## src/rtl/uart_tx_serializer_pkg.sv

```systemverilog
// Shared encodings for the serial link: transmitter FSM states and line levels.
// The receiver on the far end imports the same constants.
package uart_tx_serializer_pkg;

    typedef enum logic [1:0] {
        IDLE  = 2'd0,
        START = 2'd1,
        DATA  = 2'd2,
        STOP  = 2'd3
    } tx_state_t;

    localparam logic LINE_IDLE = 1'b1;
    localparam logic START_BIT = 1'b0;
    localparam logic STOP_BIT  = 1'b1;

endpackage

```

## src/rtl/uart_tx_serializer_bit_timer.sv

```systemverilog
// Reloadable modulo-CLKS_PER_BIT counter; bit_tick marks the last cycle of each bit period.
module uart_bit_timer
    import uart_tx_serializer_pkg::*;
#(
    parameter int CLKS_PER_BIT = 4,
    parameter int CNT_W        = 16
) (
    input  logic CLK,
    input  logic RST_n,
    input  logic restart,
    output logic bit_tick
);

    localparam logic [CNT_W-1:0] LAST = CNT_W'(CLKS_PER_BIT - 1);

    logic [CNT_W-1:0] cnt;

    always_ff @(posedge CLK or negedge RST_n) begin
        if (!RST_n) begin
            cnt <= '0;
        end else if (restart || (cnt == LAST)) begin
            cnt <= '0;
        end else begin
            cnt <= cnt + CNT_W'(1);
        end
    end

    // Decoded from the registered count, so with CLKS_PER_BIT=1 it is high every cycle.
    assign bit_tick = (cnt == LAST);

endmodule

```

## src/rtl/uart_tx_serializer.sv

```systemverilog
// Parallel-in, serial-out frame transmitter: start bit, DATA_W data bits LSB first, stop bit.
// TX_SERIAL and TX_DONE are registered; READY/BUSY decode the registered state.
module uart_tx_serializer
    import uart_tx_serializer_pkg::*;
#(
    parameter int DATA_W       = 8,
    parameter int CLKS_PER_BIT = 4,
    parameter int CNT_W        = 16
) (
    input  logic              CLK,
    input  logic              RST_n,
    input  logic              TX_VALID,
    input  logic [DATA_W-1:0] TX_DATA,
    output logic              TX_READY,
    output logic              TX_SERIAL,
    output logic              TX_BUSY,
    output logic              TX_DONE
);

    localparam int IDX_W = (DATA_W > 1) ? $clog2(DATA_W) : 1;
    localparam logic [IDX_W-1:0] LAST_IDX = IDX_W'(DATA_W - 1);

    tx_state_t         state, state_nx;
    logic [DATA_W-1:0] shift, shift_nx;
    logic [IDX_W-1:0]  idx, idx_nx;
    logic              serial_nx;
    logic              done_nx;
    logic              accept;
    logic              bit_tick;

    assign accept   = TX_VALID && (state == IDLE);
    assign TX_READY = (state == IDLE);
    assign TX_BUSY  = (state != IDLE);

    uart_bit_timer #(
        .CLKS_PER_BIT(CLKS_PER_BIT),
        .CNT_W       (CNT_W)
    ) u_bit_timer (
        .CLK     (CLK),
        .RST_n   (RST_n),
        .restart (accept),
        .bit_tick(bit_tick)
    );

    always_ff @(posedge CLK or negedge RST_n) begin
        if (!RST_n) begin
            state     <= IDLE;
            shift     <= '0;
            idx       <= '0;
            TX_SERIAL <= LINE_IDLE;
            TX_DONE   <= 1'b0;
        end else begin
            state     <= state_nx;
            shift     <= shift_nx;
            idx       <= idx_nx;
            TX_SERIAL <= serial_nx;
            TX_DONE   <= done_nx;
        end
    end

    always_comb begin
        state_nx = state;
        shift_nx = shift;
        idx_nx   = idx;
        case (state)
            IDLE: begin
                if (accept) begin
                    state_nx = START;
                    shift_nx = TX_DATA;
                    idx_nx   = '0;
                end
            end
            START: begin
                if (bit_tick) begin
                    state_nx = DATA;
                    idx_nx   = '0;
                end
            end
            DATA: begin
                if (bit_tick) begin
                    if (idx == LAST_IDX) begin
                        state_nx = STOP;
                    end else begin
                        shift_nx = shift >> 1;
                        idx_nx   = idx + IDX_W'(1);
                    end
                end
            end
            STOP: begin
                if (bit_tick) begin
                    state_nx = IDLE;
                end
            end
            default: state_nx = IDLE;
        endcase
    end

    // Line level is computed from the upcoming state so the registered output aligns with it.
    always_comb begin
        serial_nx = LINE_IDLE;
        done_nx   = (state == STOP) && bit_tick;
        case (state_nx)
            START:   serial_nx = START_BIT;
            DATA:    serial_nx = shift_nx[0];
            STOP:    serial_nx = STOP_BIT;
            default: serial_nx = LINE_IDLE;
        endcase
    end

endmodule

```

## config.mk

```make
export PLATFORM = sky130hd
export DESIGN_NAME = uart_tx_serializer
export DESIGN_NICKNAME = d
export VERILOG_FILES = /design/src/rtl/uart_tx_serializer_pkg.sv /design/src/rtl/uart_tx_serializer_bit_timer.sv /design/src/rtl/uart_tx_serializer.sv
export SDC_FILE = /design/constraint.sdc
export NUM_CORES = 1
export LEC_CHECK = 0
export ABC_CLOCK_PERIOD_IN_PS = 2050
export CORE_MARGIN = 3
export CORE_UTILIZATION = 35
export CTS_CLUSTER_DIAMETER = 40
export DETAILED_ROUTE_END_ITERATION = 6
export PLACE_DENSITY = 0.58
export SLEW_MARGIN = 40
export SYNTH_ARGS = -nofsm -noshare
export SYNTH_HDL_FRONTEND = slang
export SYNTH_HIERARCHICAL = 1
export SYNTH_SLANG_ARGS = --single-unit
```

## constraint.sdc

```tcl
create_clock -name CLK -period 2.05 [get_ports CLK]
set_input_delay 0.205 -clock CLK [delete_from_list [all_inputs] [get_ports CLK]]
set_output_delay 0.205 -clock CLK [all_outputs]
set_load 0.02 [all_outputs]
```

==> results of run 1 <==
-- per-layer routing --
layer  track usage, %  part of all wire (%)
met4             5.53                   1.3
met1             14.6                    45
met3             4.13                   4.9
met2             21.7                    49
met5                0                     0
-- cell type report --
cell class | instances | area, um2
multi-input combinational | 108 | 704
clock buffer | 6 | 82.6
timing repair buffer | 24 | 228
tap | 50 | 62.6
clock inverter | 2 | 35.0
sequential | 31 | 777
fill | 381 | 2240
inverter | 8 | 42.5
-- flip-flops by register name, summed over array words and instances, names as in the netlist --
signal and cells:
TX_DONE 1, TX_SERIAL 1, idx 3, shift 8, state 2, u_bit_timer/cnt 16
-- worst max path at each step --
stage                  startpoint             endpoint  slack (ns)
2_1_floorplan  u_bit_timer/cnt[0]  u_bit_timer/cnt[10]        0.13
3_3_place_gp   u_bit_timer/cnt[0]             shift[7]        0.16
3_5_place_dp   u_bit_timer/cnt[0]             shift[7]        0.13
4_1_cts        u_bit_timer/cnt[0]             shift[7]        0.11
5_1_grt        u_bit_timer/cnt[0]             shift[7]       -0.07
6_report       u_bit_timer/cnt[0]             shift[7]        0.07
-- logic make-up after synthesis --
group,share of synthesized area [%]
AOI/OAI and AO/OA,9.40
xor gates and xnor gates,7.25
adders and majority gates,2.39
buffers and inverters,5.74
DFF,49.5
muxes,1.27
and+or+nand+nor,24.5
-- synthesized netlist by cell type --
master	number	share of area, %
a31oi_1	1	0.40
a22o_1	1	0.56
dfrtp_1	30	48
buf_2	1	0.32
nor3_1	2	0.64
nor4b_1	1	0.56
buf_6	1	0.72
or3_1	2	0.80
and3_2	1	0.48
buf_4	2	0.96
nand4bb_1	1	0.72
mux2i_1	2	1.3
nand3_1	14	4.5
nand4_1	1	0.40
xnor2_1	10	5.6
and3_1	2	0.80
clkbuf_1	3	0.72
and4_1	1	0.56
nor2b_1	2	0.80
o21ai_0	6	1.9
nand4b_1	1	0.56
or2b_1	1	0.48
dfstp_2	1	1.7
nor2_1	18	4.3
or2_2	1	0.40
a22oi_4	1	1.4
or4_4	1	0.72
a22oi_1	6	2.9
a31oi_2	1	0.80
nor4bb_1	1	0.64
or3b_1	1	0.56
xor2_1	3	1.7
clkinv_8	1	1.0
nand4_4	1	1.4
inv_1	7	1.7
nand2_1	12	2.9
nand2b_1	1	0.40
nor4_1	5	2.0
o2bb2ai_1	1	0.56
ha_1	3	2.4
a21oi_1	3	0.96
clkbuf_2	1	0.32
-- power breakdown --
group / internal [mW] / total [mW] / leakage (nW) / switching, mW
sequential: 0.738 / 0.898 / 0.363 / 0.160
combinational: 0.188 / 0.364 / 0.434 / 0.177
clock: 0.393 / 0.620 / 0.0612 / 0.227
-- per-stage QoR --
| step | utilization (%) | TNS, ns | std cells |
|---|---|---|---|
| floorplan | - | 0 | 155 |
| global placement | 43.0 | 0 | 220 |
| detailed placement | 43.0 | 0 | 220 |
| CTS | 45.8 | 0 | 228 |
| global route | 46.3 | -0.383 | 229 |
| finish | 46.3 | 0 | 229 |
-- what timing repair did --
action                                  4_1_cts  5_1_grt
endpoints found under the setup margin        0        1
gates resized for setup                       0        1
buffers inserted                              0        1
==> metrics.md, run 1 <==
| Metric | Value |
|---|---|
| Nets | `192` |
| RR Endpoint | `shift[7]` |
| Final worst-path cycle share | `96.5%` |
| First-pass GRT wire length | `5240 um` |
| Placed instance area | `1790 um2` |
| Buffers on Ports | `14` |
| Core area | `4170 um2` |
| Relative slew slack | `73.1%` |
| Crit-path max cell delay | `0.38 ns` |
| Setup-failing EPs final | `0` |
| Syn_nets | `169` |
| Yosys cell types | `42` |
| ANT cells | `0` |
| Hold Buf Count CTS | `0` |
| Pwr Density | `974 nW/um2` |
| Max capacitance violation total | `0` |
| Crit-path slowest cell | `dfrtp_1` |
| Synth Warn # | `6` |
| Pins over their slew limit | `0` |
| # rows | `23` |
| GRT Total Usage | `12.8%` |
| Layout cells sized above 1 | `15.1%` |
| Worst Setup Slack, final | `0.0727 ns` |
| Syn Inst Count | `155` |
| Drt first-iter violations | `57` |
| Status | `finished, final reports clean` |
| CP Max Fanout | `7` |
| Levels on crit path | `7` |
| Syn avg cell area | `10.1 um2` |
| Longest Clk Path Bufs | `2` |
| FMAX | `506 MHz` |
| Grt total ovfl | `0` |
| Synth Register Bits | `31` |
| Commonest non-fill, non-tap cell in the layout | `dfrtp_1` |
| H-tree depth | `2` |
| IO Pins | `15` |
| Worst hold slack | `0.305 ns` |
| Final Hold Viols | `0` |
| Clock transition at path regs | `0.07 ns` |
| Crit start category | `flop` |
| R2R Setup Slk | `0.07 ns` |
| Max VDD drop | `0.522 mV` |
| Register area share after synthesis | `49.5%` |
| Detail Placement HPWL | `2140 um` |
| Overall Power | `1.88 mW` |
| Sink Count | `31` |
| Worst-case clock skew | `0.0106 ns` |
| Crit. End Element | `flop` |
| Critical path type | `reg -> reg` |
| Final wirelength | `3000 um` |
| CP delay by family, top | `simple AND/OR/NAND/NOR gates` |
| Vias in the first global route | `1138` |
| Critical R2R Launch | `u_bit_timer/cnt[0]` |
| Syn-to-layout area delta | `23.0%` |
| Hold Crit Class | `in -> async` |
| Dpl ws | `0.126 ns` |
| Die Ht | `73.0 um` |
| Reg2Reg Depth | `7` |
| Clk Latency, worst-skew pair | `0.28 ns` |
| CTS tree | `done` |
| Buf/Inv on CP | `1` |
| Antenna violation net count after detailed routing | `0` |
| Largest net degree at the start of global routing | `32` |
| First-pass iteration count of the detailed router | `4` |
| Most frequent cells in the layout | `dfrtp_1, nor2_1, nand3_1, clkdlybuf4s50_1, nand2_1` |
| Initial core utilization | `37.6%` |
| CP required | `2.22 ns` |
| Area of the die | `5330 um2` |
| Vias | `1191` |
| TritonCTS buffer count | `5` |
| Die W | `73.0 um` |
| Mapped Area | `1570 um2` |
| Finished Cell Area | `1930 um2` |
| CP Cell Sequence | `ha_1, nor4b_1, and4_2, nor4bb_1, buf_4, nor2_1, a22o_1` |
| Pleak | `0.858 nW` |
| DRC Markers | `0` |
| Routability Congestion | `0.801` |
| Least-Margin Pin Slew | `0.403 ns` |
| Clk root buf | `clkbuf_8` |
| DR vias/cell | `5.20` |
| Tmin final | `1.98 ns` |
| Data arrival, critical path | `2.15 ns` |
| Antenna violations before repair | `0` |
| WL/cell | `13.1 um` |
No activity file was read; power rests on OpenSTA's default activity.
==> run 2, diff against run 1 <==
Settings changed: PLACE_DENSITY 0.58 to unset, SKIP_LAST_GASP set to 1, SYNTH_HIERARCHICAL 1 to unset.
==> run 2 against run 1 <==
Clock skew shrank 0.0044 ns. Via count down 1.7%. Maximum frequency rose by 5.2%. Total power grew 16%. Sequential power grew 5.1%. Setup slack better by 0.098 ns. Worst hold slack better by 0.015 ns. Non-clock buffer count is 8 lower. Largest cell class unchanged. Highest routed layer unchanged.
==> metrics.md, run 2 <==
| Metric | Value |
|---|---|
| Syn avg cell area | `9.93 um2 (-2.0%)` |
| Setup TNS | `0 ns (unchanged)` |
| DR vias/cell | `5.30 (+1.9%)` |
| Worst-case clock skew | `0.00618 ns (-0.00438 ns)` |
| Relative slew slack | `66.4% (-6.8 points)` |
| Vias | `1171 (-1.7%)` |
| Routability Congestion | `0.768 (-4.1%)` |
| Hold Crit Class | `in -> async` |
| Final wirelength | `3080 um (+2.5%)` |
| Met2 usage | `21.5% (-0.21 points)` |
| Grt total ovfl | `0 (unchanged)` |
| Clk root buf | `clkbuf_8` |
| Most flops, register | `u_bit_timer.cnt` |
| Synth Warn # | `0 (-6)` |
| Syn-to-layout area delta | `19.0%` |
| Hold Buf Count CTS | `0 (unchanged)` |
| CP Cell Sequence | `ha_1, nor4b_2, and4_2, and2b_4, mux2i_1, a311o_1` |
| Register area share after synthesis | `50.8% (+1.3 points)` |
| Crit. End Element | `flop` |
| Most frequent cells in the layout | `dfrtp_1, nor2_1, nand2_1, clkdlybuf4s50_1, nand3_1` |
| Longest Clk Path Bufs | `2 (unchanged)` |
| Synth Register Bits | `31 (unchanged)` |
| H-tree depth | `2 (unchanged)` |
| Top_reg_cell synth | `dfrtp_1` |
| RSZ-0062 raised after global routing | `false` |
| Final Hold Viols | `0 (unchanged)` |
| Crit-path max cell delay | `0.41 ns (+0.03 ns)` |
| IO Pins | `15 (unchanged)` |
| First-pass iteration count of the detailed router | `4 (unchanged)` |
| FILL cells | `402 (+5.5%)` |
| Yosys cell types | `38 (-9.5%)` |
| Core area | `4120 um2 (-1.4%)` |
| Buf/Inv on CP | `0 (-1)` |
| Met3 GRT Util | `6.23% (+2.1 points)` |
| Crit start category | `flop` |
| ANT cells | `0 (unchanged)` |
| Top Registers | `u_bit_timer.cnt x16, shift x8, idx x3` |
| WL/cell | `13.9 um (+6.2%)` |
| Status | `finished, final reports clean` |
| Clk Latency, worst-skew pair | `0.28 ns (about the same)` |
| DRC Markers | `0 (unchanged)` |
| Max capacitance violation total | `0 (unchanged)` |
| GRT Total Usage | `13.1% (+0.30 points)` |
| Share of the synthesized area in the top cell type | `49.1% (+1.3 points)` |
| First-pass GRT wire length | `5210 um (-0.67%)` |
| Synth async-reset ratio | `100% (unchanged)` |
| Sink Count | `31 (unchanged)` |
| Initial core utilization | `37.2% (-0.48 points)` |
| Syn Inst Count | `154 (-0.65%)` |
| Setup-failing EPs final | `0 (unchanged)` |
| Pleak | `0.816 nW (-5.0%)` |
| Pwr Density | `1200 nW/um2 (+23%)` |
| FMAX | `532 MHz (+5.2%)` |
| Tmin final | `1.88 ns (-0.0977 ns)` |
| Data arrival, critical path | `2.08 ns (-0.07 ns)` |
| Top cell type by total area after synthesis | `dfrtp_1` |
| Mapped Area | `1530 um2 (-2.6%)` |
| Layout cells sized above 1 | `12.3% (-2.8 points)` |
| Vias in the first global route | `1148 (+0.88%)` |
| CP delay by family, top | `simple AND/OR/NAND/NOR gates` |
| M1 GR Usage | `15.0% (+0.32 points)` |
| Most instantiated cells after synthesis | `dfrtp_1, nor2_1, nand2_1, nand3_1, xnor2_1` |
| Commonest non-fill, non-tap cell in the layout | `dfrtp_1` |
| Die Ht | `72.1 um (-1.2%)` |
| Die W | `72.1 um (-1.2%)` |
| # rows | `23 (unchanged)` |
| CP Max Fanout | `11 (+4)` |
| Buffers on Ports | `14 (unchanged)` |
| Levels on crit path | `6 (-1)` |
| Antenna violations before repair | `0 (unchanged)` |
| Most frequent cell after synthesis | `dfrtp_1` |
| Crit-path slowest cell | `dfrtp_1` |
| Syn_nets | `168 (-0.59%)` |
| Ranking of synthesized cells by area | `dfrtp_1, nor2_1, nand2_1` |
| Reg2Reg Depth | `6 (-1)` |
| Clock transition at path regs | `0.07 ns (about the same)` |
| Least-Margin Pin Slew | `0.503 ns (+0.100 ns)` |
| Detail Placement HPWL | `2110 um (-1.7%)` |
| TritonCTS buffer count | `5 (unchanged)` |
| Max reg flops | `16 (unchanged)` |
| Area of the die | `5200 um2 (-2.4%)` |
| Pins over their slew limit | `0 (unchanged)` |
| CP required | `2.25 ns (+0.03 ns)` |
| Final worst-path cycle share | `91.7% (-4.8 points)` |
| Max VDD drop | `0.460 mV (-12%)` |
| Number of synthesized flops with an enable pin | `0 (unchanged)` |
| Overall Power | `2.19 mW (+16%)` |
| Top Usage Layer GRT | `met2` |
| Largest net degree at the start of global routing | `32 (unchanged)` |
| Drt first-iter violations | `56 (-1.8%)` |
| Nets | `184 (-4.2%)` |
| CTS tree | `done` |
| Critical path type | `reg -> reg` |
| Antenna violation net count after detailed routing | `0 (unchanged)` |
[run 2: layout make-up]
class                   instances  area (um2)  area share [%]
flip-flops and latches         31         777            42.7
multi-input cells             111         688            37.8
repair buffers                 16         155            8.53
clock buffers                   6        82.6            4.54
well taps                      50        62.6            3.44
clock inverters                 2        35.0            1.93
inverters                       5        18.8            1.03
[run 2: per-layer routing]
metal | up-vias | share of wire (%)
li1 | 565 | -
met1 | 582 | 44
met2 | 19 | 49
met3 | 5 | 5.1
met4 | 0 | 1.4
met5 | - | 0
[run 2: logic make-up (layout without fill, tap and decap cells)]
logic type | Yosys count | after routing | share of synthesized area, %
and+or+nand+nor | 71 | 71 | 23.4
DFF | 31 | 31 | 50.8
AOI/OAI and AO/OA | 23 | 23 | 10.9
xor gates and xnor gates | 12 | 12 | 6.87
buffers and inverters | 12 | 29 | 4.26
adders and majority gates | 3 | 3 | 2.46
muxes | 2 | 2 | 1.31
[run 2: path summary, 6_finish.rpt]
path | startpoint | slack [ns] | to
worst max-delay path | u_bit_timer.cnt[0] | 0.17 | TX_SERIAL
worst min-delay path | RST_n | 0.32 | state[1]
worst max register to register | u_bit_timer.cnt[0] | 0.17 | TX_SERIAL
worst min register to register | shift[6] | 0.47 | shift[6]
max in group asynchronous | RST_n | 1.41 | TX_SERIAL
min in group CLK | shift[6] | 0.47 | shift[6]
[run 2: repair_timing]
item | CTS | global route
hold endpoints to repair | 0 | 0
resized for setup | 0 | 1
buffers inserted | 0 | 0
setup endpoints to repair | 0 | 3
[run 2: report_power, final]
group / leakage [nW] / switching (mW) / internal, mW
clock: 0.0612 / 0.225 / 0.393
combinational: 0.354 / 0.347 / 0.277
sequential: 0.401 / 0.155 / 0.789
[run 2: per-stage QoR]
stage / setup WS, ns / instances / utilization, % / cell area (um2) / hold WS, ns
6_report: 0.170 / 221 / 44.2 / 1820 / 0.319
5_1_grt: 0.0387 / 221 / 44.2 / 1820 / 0.342
4_1_cts: 0.0929 / 221 / 44.2 / 1820 / 0.316
3_5_place_dp: 0.0975 / 213 / 41.3 / 1700 / 0.461
3_3_place_gp: 0.178 / 213 / 41.3 / 1700 / 0.454
2_1_floorplan: 0.221 / 154 / - / 1530 / -0.0906
==> run 3, diff against run 2 <==
Settings changed: CORE_UTILIZATION 35 to 50, PLACE_DENSITY set to 0.74.
==> run 3 against run 2 <==
Register-to-register slack worse by 0.03 ns. Critical path depth unchanged. Sequential cell count unchanged. Worst hold slack worse by 0.052 ns. Setup slack worse by 0.033 ns. Final cell count down 8.6%. Clock power down 42%. Critical path type unchanged.
==> metrics.md, run 3 (synthesized netlist as in run 2, its figures left out) <==
| Metric | Value |
|---|---|
| Core area | `2830 um2 (-31%)` |
| Setup Fix Bufs, Post-CTS | `0 (unchanged)` |
| Clk Latency, worst-skew pair | `0.31 ns (+0.03 ns)` |
| Setup-failing EPs final | `0 (unchanged)` |
| FILL cells | `243 (-40%)` |
| Util after Layout | `61.5% (+17 points)` |
| Clk root buf | `clkbuf_4` |
| Longest Clk Path Bufs | `2 (unchanged)` |
| Critical path type | `reg -> reg` |
| Grt total ovfl | `0 (unchanged)` |
| CP required | `2.30 ns (+0.05 ns)` |
| Buffers on Ports | `14 (unchanged)` |
| Data arrival, critical path | `2.16 ns (+0.08 ns)` |
| Sink Count | `31 (unchanged)` |
| Setup TNS | `0 ns (unchanged)` |
| Crit start category | `flop` |
| Pwr Density | `1100 nW/um2 (-8.1%)` |
| DRC Markers | `0 (unchanged)` |
| Clock transition at path regs | `0.09 ns (+0.02 ns)` |
| Area of the die | `3760 um2 (-28%)` |
| RSZ-0062 raised after global routing | `false` |
| Die W | `61.3 um (-15%)` |
| Hold Crit Class | `in -> async` |
| Layout cells sized above 1 | `11.7% (-0.58 points)` |
| Detail Placement HPWL | `1900 um (-9.7%)` |
| Most frequent cells in the layout | `dfrtp_1, nor2_1, nand2_1, clkdlybuf4s50_1, nand3_1` |
| Syn-to-layout area delta | `13.8%` |
| Vias | `1133 (-3.2%)` |
| H-tree depth | `2 (unchanged)` |
| Initial core utilization | `54.0% (+17 points)` |
| CP Max Fanout | `7 (-4)` |
| Relative slew slack | `65.6% (-0.78 points)` |
| IO Pins | `15 (unchanged)` |
| TritonCTS buffer count | `5 (unchanged)` |
| Most flops, register | `u_bit_timer.cnt` |
| Resized Gates After CTS | `0 (unchanged)` |
| Antenna violations before repair | `0 (unchanged)` |
| DR vias/cell | `5.61 (+5.9%)` |
| Max reg flops | `16 (unchanged)` |
| CTS tree | `done` |
| Final wirelength | `2720 um (-12%)` |
| Tmin final | `1.91 ns (+0.0332 ns)` |
| Top Registers | `u_bit_timer.cnt x16, shift x8, idx x3` |
| Crit. End Element | `flop` |
| Drt first-iter violations | `71 (+27%)` |
| Hold Buf Count CTS | `0 (unchanged)` |
| WL/cell | `13.5 um (-3.2%)` |
| First-pass GRT wire length | `4830 um (-7.3%)` |
| Vias in the first global route | `1084 (-5.6%)` |
| First-pass iteration count of the detailed router | `4 (unchanged)` |
| Largest net degree at the start of global routing | `32 (unchanged)` |
| Nets | `185 (+0.54%)` |
| FMAX | `523 MHz (-1.7%)` |
| Pleak | `0.794 nW (-2.7%)` |
| Routability Congestion | `0.797 (+3.8%)` |
| ANT cells | `0 (unchanged)` |
| Die Ht | `61.3 um (-15%)` |
| GRT Total Usage | `17.6% (+4.5 points)` |
| Final Hold Viols | `0 (unchanged)` |
| Max capacitance violation total | `0 (unchanged)` |
| # rows | `19 (-17%)` |
| Commonest non-fill, non-tap cell in the layout | `dfrtp_1` |
| Max VDD drop | `0.548 mV (+19%)` |
| Pins over their slew limit | `0 (unchanged)` |
| Antenna violation net count after detailed routing | `0 (unchanged)` |
| Worst-case clock skew | `0.00459 ns (-0.00158 ns)` |
| Final worst-path cycle share | `93.3% (+1.6 points)` |
| Least-Margin Pin Slew | `0.515 ns (+0.0117 ns)` |
| Status | `finished, final reports clean` |
==> run 3: changes by cell type in the layout (fill, tap and decap cells not counted), sizes merged <==
cell    delta
buf        +1
bufinv     -1
==> run 3: path summary, 6_finish.rpt <==
| kind | from | end | slack, ns | cells after the start |
|---|---|---|---|---|
| min in group CLK | shift[1] | shift[1] | 0.48 | 2 |
| max in group asynchronous | RST_n | TX_SERIAL | 1.47 | 2 |
| worst min register to register | shift[1] | shift[1] | 0.48 | 2 |
| worst max-delay path | u_bit_timer.cnt[0] | TX_SERIAL | 0.14 | 6 |
| worst min-delay path | RST_n | shift[0] | 0.27 | 2 |
| worst max register to register | u_bit_timer.cnt[0] | TX_SERIAL | 0.14 | 6 |
==> run 3: report_power, final <==
part           leakage [nW]  internal (mW)  switching [mW]
sequential            0.401          0.787           0.151
combinational         0.359          0.283           0.344
clock                0.0341          0.159           0.197
==> run 3: metal layers <==
layer	track usage, %	part of all wire (%)	vias to the layer above	wire [um]
met5	0	0	-	0
met4	8.36	1.5	0	41
met3	4.40	2.9	5	80
met2	26.1	45	16	1220
met1	24.2	51	544	1380
li1	-	-	568	-
==> run 3: area by class of cell <==
| class | instances | area, um2 | share of cell area [%] |
|---|---|---|---|
| clock inverters | 1 | 5.00 | 0.288 |
| clock buffers | 6 | 51.3 | 2.95 |
| multi-input cells | 111 | 687 | 39.5 |
| inverters | 5 | 18.8 | 1.08 |
| repair buffers | 17 | 163 | 9.35 |
| well taps | 31 | 38.8 | 2.23 |
| flip-flops and latches | 31 | 777 | 44.6 |
==> run 3: critical path, stage by stage, from the launching register on <==
cell	delay, ns
dfrtp_1	0.43
ha_1	0.19
nor4b_2	0.20
and4_1	0.36
and2b_4	0.20
mux2i_1	0.08
a311o_1	0.39
==> run 3: stage by stage <==
stage | total power, mW | std cells | hold slack (ns) | setup slack [ns] | instance area [um2]
final | 1.92 | 202 | 0.267 | 0.137 | 1740
after CTS | 1.94 | 202 | 0.270 | 0.141 | 1740
after detailed placement | 1.58 | 195 | 0.457 | 0.161 | 1680
after global routing | 2.08 | 202 | 0.285 | 0.0136 | 1740
after global placement | 1.54 | 195 | 0.452 | 0.257 | 1680
after floorplan | 1.41 | 154 | -0.0906 | 0.221 | 1530
